$ cat src/rtl/lfu_btn_cond.sv
// Button conditioner ahead of the lfu block: two-flop sync, per-button debounce,
// single-press arbitration into one-hot pulses, and a free-running second tick.
module lfu_btn_cond #(
  parameter int DEBOUNCE_CYCLES = 1_000_000,
  parameter int TICK_CYCLES     = 100_000_000
) (
  input  logic       clk,
  input  logic       rst,
  input  logic       b1,
  input  logic       b2,
  input  logic       b3,
  input  logic       b4,
  input  logic       b5,
  output logic       p1,
  output logic       p2,
  output logic       p3,
  output logic       p4,
  output logic       p5,
  output logic       multi_press,
  output logic [4:0] held,
  output logic       sec_tick
);

  localparam int CW = $clog2(DEBOUNCE_CYCLES);
  localparam int TW = $clog2(TICK_CYCLES);
  localparam logic [CW-1:0] CNT_LAST  = CW'(DEBOUNCE_CYCLES - 1);
  localparam logic [TW-1:0] TCNT_LAST = TW'(TICK_CYCLES - 1);

  logic [4:0]    w_raw;
  logic [4:0]    r_s1;
  logic [4:0]    r_s2;
  logic [4:0]    r_held;
  logic [4:0]    w_held_next;
  logic [4:0]    w_differ;
  logic [4:0]    w_expire;
  logic [CW-1:0] r_cnt      [5];
  logic [CW-1:0] w_cnt_next [5];
  logic [4:0]    w_rise;
  logic          w_any_rise;
  logic          w_single;
  logic [4:0]    r_press;
  logic          r_multi;
  logic [TW-1:0] r_tcnt;
  logic          r_tick;

  assign w_raw = {b5, b4, b3, b2, b1};

  always_ff @(posedge clk or negedge rst) begin
    if (!rst) begin
      r_s1 <= '0;
      r_s2 <= '0;
    end else begin
      r_s1 <= w_raw;
      r_s2 <= r_s1;
    end
  end

  // A button's counter only advances while its synced level disagrees with
  // the debounced level; any agreement restarts the qualification window.
  generate
    for (genvar gi = 0; gi < 5; gi++) begin : g_deb
      assign w_differ[gi]    = r_s2[gi] ^ r_held[gi];
      assign w_expire[gi]    = w_differ[gi] && (r_cnt[gi] == CNT_LAST);
      assign w_held_next[gi] = w_expire[gi] ? r_s2[gi] : r_held[gi];
      assign w_cnt_next[gi]  = (!w_differ[gi] || w_expire[gi]) ? '0
                                                                  : r_cnt[gi] + CW'(1);
    end
  endgenerate

  always_ff @(posedge clk or negedge rst) begin
    if (!rst) begin
      r_held <= '0;
      for (int i = 0; i < 5; i++) r_cnt[i] <= '0;
    end else begin
      r_held <= w_held_next;
      for (int i = 0; i < 5; i++) r_cnt[i] <= w_cnt_next[i];
    end
  end

  // A press is accepted only if it is the sole new press and nothing else is
  // already down; everything else is reported as a chord.
  assign w_rise     = w_held_next & ~r_held;
  assign w_any_rise = |w_rise;
  assign w_single   = w_any_rise && ((w_rise & (w_rise - 5'd1)) == 5'd0) && (r_held == 5'd0);

  always_ff @(posedge clk or negedge rst) begin
    if (!rst) begin
      r_press <= '0;
      r_multi <= 1'b0;
    end else begin
      r_press <= w_single ? w_rise : 5'd0;
      r_multi <= w_any_rise && !w_single;
    end
  end

  always_ff @(posedge clk or negedge rst) begin
    if (!rst) begin
      r_tcnt <= '0;
      r_tick <= 1'b0;
    end else begin
      r_tcnt <= (r_tcnt == TCNT_LAST) ? '0 : r_tcnt + TW'(1);
      r_tick <= (r_tcnt == TCNT_LAST);
    end
  end

  assign p1          = r_press[0];
  assign p2          = r_press[1];
  assign p3          = r_press[2];
  assign p4          = r_press[3];
  assign p5          = r_press[4];
  assign multi_press = r_multi;
  assign held        = r_held;
  assign sec_tick    = r_tick;

endmodule

$ cat config.mk
export PLATFORM = sky130hd
export DESIGN_NAME = lfu_btn_cond
export DESIGN_NICKNAME = d
export VERILOG_FILES = /design/src/rtl/lfu_btn_cond.sv
export SDC_FILE = /design/constraint.sdc
export NUM_CORES = 1
export LEC_CHECK = 0
export ABC_AREA = 1
export CAP_MARGIN = 20
export CORE_ASPECT_RATIO = 0.75
export CORE_MARGIN = 3
export CORE_UTILIZATION = 35
export CTS_CLUSTER_SIZE = 14
export DETAILED_ROUTE_END_ITERATION = 8
export GPL_ROUTABILITY_DRIVEN = 0
export SLEW_MARGIN = 20
export SYNTH_ARGS = -nofsm -noshare
export SYNTH_HDL_FRONTEND = slang
export SYNTH_SLANG_ARGS = --single-unit
$ cat constraint.sdc
create_clock -name clk -period 3.2 [get_ports clk]
set_input_delay 0.8 -clock clk [delete_from_list [all_inputs] [get_ports clk]]
set_output_delay 0.8 -clock clk [all_outputs]
set_load 0.005 [all_outputs]
==> results.md <==
Run status:
- The flow ran to the end, and the final reports show no timing, DRC or antenna violations.

Drt:
- The first TritonRoute pass finished after 5 iterations.
- The first routing iteration left between 300 and 400 violations.
- In the routed design, unresolved DRC markers number 0.
- The sum of routed wire length over all layers is 14.71 mm.
- Once detail routing completed, the nets flagged for antenna violations numbered 0.
- The post-detailed-route wirelength per cell is 11.83 um.
- The per-cell via count in the routed design is ~4.6.
- The routed layout has 5724 vias.

Worst setup path:
- The critical path in this run is classified as register to register.
- The launching element of the worst setup path is r_cnt[80].
- In this run the register-to-register setup slack is 910 ps.
- Traced cell by cell, the critical path runs through ha_1 > nand3_1 > nor4_1 > nor2_1 > clkinv_1 > nor3b_1.
- The worst path required time is 3530 ps.
- The launch instance of the worst register-to-register path is r_cnt[80].
- Among all stages on the critical path, the largest delay is contributed by sky130_fd_sc_hd__nor2_1.
- The worst setup path is captured at a register.
- On the worst path, the slowest cell contributes a delay of 550 ps.
- The kind of start point of the critical path is a register.
- The largest fanout of any net on the critical path is 11.
- The critical path arrival is approximately 2600 ps.

STA:
- Derived from the worst setup path, the maximum achievable clock frequency is 0.4376 GHz.
- The count of endpoints failing hold in the final timing report is 0.
- In the finished design, the share of the clock period the worst path needs comes to a little under three quarters.
- The summed negative setup slack over all endpoints is 0 ps.
- Final hold analysis gives a worst-case slack of 344.0 ps.
- Setup repair after global routing left no endpoint under its margin.
- The clock skew after layout is roughly 7.6 ps.
- Headroom to the max-slew limit came out at 52.73%.
- At the pin with the least slew margin, the transition time is 706.5 ps.
- Setup violations remaining at the end of the flow were counted as 0.
- Setup slack on the critical path of the routed design comes to 914.8 ps.
- The final number of max-transition violations is 0.
- After layout, the minimum clock period comes to 2285 ps.

Power and ir drop:
- The worst-case IR drop observed on VDD is 0.3239 mV.
- In this run the power density over the cells is 457.6 nW/um^2.
- Power comes to ~3.9 mW.
- For this design the static power due to leakage is around 3.9 nW.

Job:
- The number of violations of the max-capacitance limit is 0.

Clocking:
- Clock tree synthesis selected as its root buffer the cell sky130_fd_sc_hd__clkbuf_16.
- For the worst-skew pair, the clock arrives at the later sink with an insertion delay of 420 ps.
- The clock tree from TritonCTS is done.
- The post-cts repair resize count is 0.
- The total of hold buffers inserted after clock tree synthesis is 0.
- After clock tree synthesis, the setup repair step added 0 buffers.
- After clock tree synthesis, the clock-pin slew on the worst setup and hold paths is 60 ps.
- In this run, CTS created clock tree buffers numbering 17.
- The total number of H-tree levels is 4.
- Counting along the longest clock path gives a buffer depth of 2.
- The tree built by TritonCTS fans out to 149 sinks.

Floorplan:
- In this run the vertical extent of the chip is 132.8 um.
- The initial utilization of the core area, before any placement, comes to 36.31%.
- After floorplanning, the core was divided into 45 placement rows.
- The die outline area is 23250 um^2.
- The die is 175.1 um wide.
- The I/O pin count is 19.
- After floorplanning, the core was sized to cover just over 20000 um^2.

Yosys:
- The number of distinct library cells after synthesis is 39.
- The number of flops mapped to enable cells by yosys is 0.
- Sequential cells were found to cover roughly half of the synthesized design area.
- The most used flip-flop cell after synthesis is sky130_fd_sc_hd__dfrtp_1.
- Synthesis produced a netlist with a net count of 927.
- The share of Yosys cell area claimed by the top area cell type is 49.69%.
- Of all flip-flops after synthesis, the portion carrying an async set or reset was 100.0%.
- For this run, the number of Yosys warnings is 0.
- In the post-synthesis netlist, the biggest area contributors are sky130_fd_sc_hd__dfrtp_1 (50%), sky130_fd_sc_hd__nand2_1 (7.4%), sky130_fd_sc_hd__nor2_1 (7.1%), sky130_fd_sc_hd__inv_1 (6.4%), sky130_fd_sc_hd__a21oi_1 (3.5%).
- The post-synthesis cell count is 914.
- The synthesized design contains 149 register bits.
- sky130_fd_sc_hd__dfrtp_1 takes more of the synthesized area than any other cell.
- The area of the mapped netlist is between 7000 and 8000 um^2.
- The synthesized area divided by synthesized cell count is 8.209 um^2.

Cells and area:
- The fraction of final layout cells sized beyond drive strength 1 is 9.781%.
- The finished cells cover approximately 8600 um^2.
- At the end of the flow, the number of nets in the layout was 961.
- The filler cell count in the final layout is between 2000 and 2500.
- Compared with the post-synthesis result, the final layout area differs by 14.81%.
- The repair_antennas step left the layout with diodes totalling 0.

Placed design:
- The worst setup slack before clock tree synthesis is 934.9 ps.
- The standard cell area after detailed placement is between 8000 and 9000 um^2.
- The detailed-placement wirelength estimate is 10.65 mm.
- During placement, the flow inserted port buffers numbering 18.

GRT:
- The total grt overflow is 0.
- The overall fraction of global-route tracks in use is ~14%.
- The first-pass GRT wire length is 26.30 mm.
- The initial antenna violation count came to 0.
- The number of global-route vias before repair came to approximately 5400.
- Entering global routing, the biggest net connects 60 pins.

Worst hold path:
- The min-delay analysis places its worst path in the category input port to async pin.
-- final timing paths --
check | end | cells after the start
max in group asynchronous | r_cnt[76] | 2
min in group clk | r_s2[2] | 0
hold / removal | r_cnt[52] | 1
hold reg to reg | r_s2[2] | 0
setup / recovery | r_cnt[86] | 6
setup reg to reg | r_cnt[86] | 6
-- cells by family (layout without fill, tap and decap cells) --
logic type	count (synthesis)	count (layout)	share of synthesized area, %
flops	149	149	49.69
simple gates	457	457	29.10
buf+inv	149	196	7.637
xor+xnor	32	32	3.735
fa+ha+maj	6	6	1.000
compound gates	121	121	8.838
-- metrics by stage --
step / utilization (%) / std cells
finish: 41.69 / 1243
global route: 41.69 / 1243
CTS: 41.69 / 1243
detailed placement: 38.93 / 1211
global placement: 38.93 / 1211
floorplan: - / 914
-- layer usage --
metal	track usage, %	share of wire, %	vias up
li1	-	-	3039
met1	21.63	57	2601
met3	3.127	3.6	14
met2	18.23	39	70
met5	0	0	-
met4	4.827	1.2	0
-- synthesized netlist by cell type, drive strengths merged, types with 2 or more instances --
cell type / number
nor2: 163
nand2: 155
dfrtp: 149
inv: 137
a21oi: 53
nand3: 48
o21ai: 42
nor3: 41
nand4: 28
xor2: 25
nor4: 15
a211oi: 11
a31oi: 9
buf: 7
xnor2: 7
ha: 6
o21a: 5
clkinv: 4
nor3b: 3
and3: 2
-- flip-flops by register name, indices dropped and copies added, names as in the netlist --
register	count
r_cnt	100
multi_press	1
r_s2	5
held	5
r_s1	5
r_tcnt	27
sec_tick	1
r_press	5
-- power breakdown --
part | internal, mW | total, mW | switching (mW) | leakage, nW
Sequential | 1.91 | 1.92 | 0.0150 | 2.03
Clock | 1.10 | 1.91 | 0.819 | 0.265
Combinational | 0.0314 | 0.107 | 0.0760 | 1.61
-- layout by cell type (no fill, tap or decap), types with 5 or more instances in the layout --
master,netlist,routed
sky130_fd_sc_hd__nor3_1,34,34
sky130_fd_sc_hd__clkdlybuf4s50_1,0,17
sky130_fd_sc_hd__clkbuf_16,0,17
sky130_fd_sc_hd__a211oi_1,11,11
sky130_fd_sc_hd__a31oi_1,9,9
sky130_fd_sc_hd__dfrtp_1,149,149
sky130_fd_sc_hd__o21ai_0,38,38
sky130_fd_sc_hd__clkinvlp_4,0,5
sky130_fd_sc_hd__xnor2_1,7,7
sky130_fd_sc_hd__o21a_1,5,5
sky130_fd_sc_hd__nand3_1,43,43
sky130_fd_sc_hd__nor3_2,6,6
sky130_fd_sc_hd__nor2_1,142,142
sky130_fd_sc_hd__nor4_1,13,13
sky130_fd_sc_hd__inv_2,9,9
sky130_fd_sc_hd__nand4_1,27,27
sky130_fd_sc_hd__nand2_1,147,147
sky130_fd_sc_hd__a21oi_1,53,53
sky130_fd_sc_hd__xor2_1,25,25
sky130_fd_sc_hd__nor2_2,15,15
sky130_fd_sc_hd__inv_1,128,128
sky130_fd_sc_hd__nand2_2,8,8
sky130_fd_sc_hd__ha_1,6,6
sky130_fd_sc_hd__nor2_4,6,6
-- worst max-delay path, delay by kind of cell (launching register included) --
kind | cells | cell delay [ps]
flops | 1 | 390
fa+ha+maj | 1 | 230
buf+inv | 1 | 470
simple gates | 4 | 1100
-- area by class of cell --
class | instances | area [um^2] | share of cell area, %
sequential | 149 | 3729 | 43.28
tap | 282 | 352.8 | 4.096
clock inverter | 14 | 130.1 | 1.511
timing repair buffer | 23 | 231.5 | 2.687
clock buffer | 18 | 439.2 | 5.098
inverter | 141 | 530.5 | 6.158
multi-input combinational | 616 | 3202 | 37.17
(Power assumes the default switching activity.)
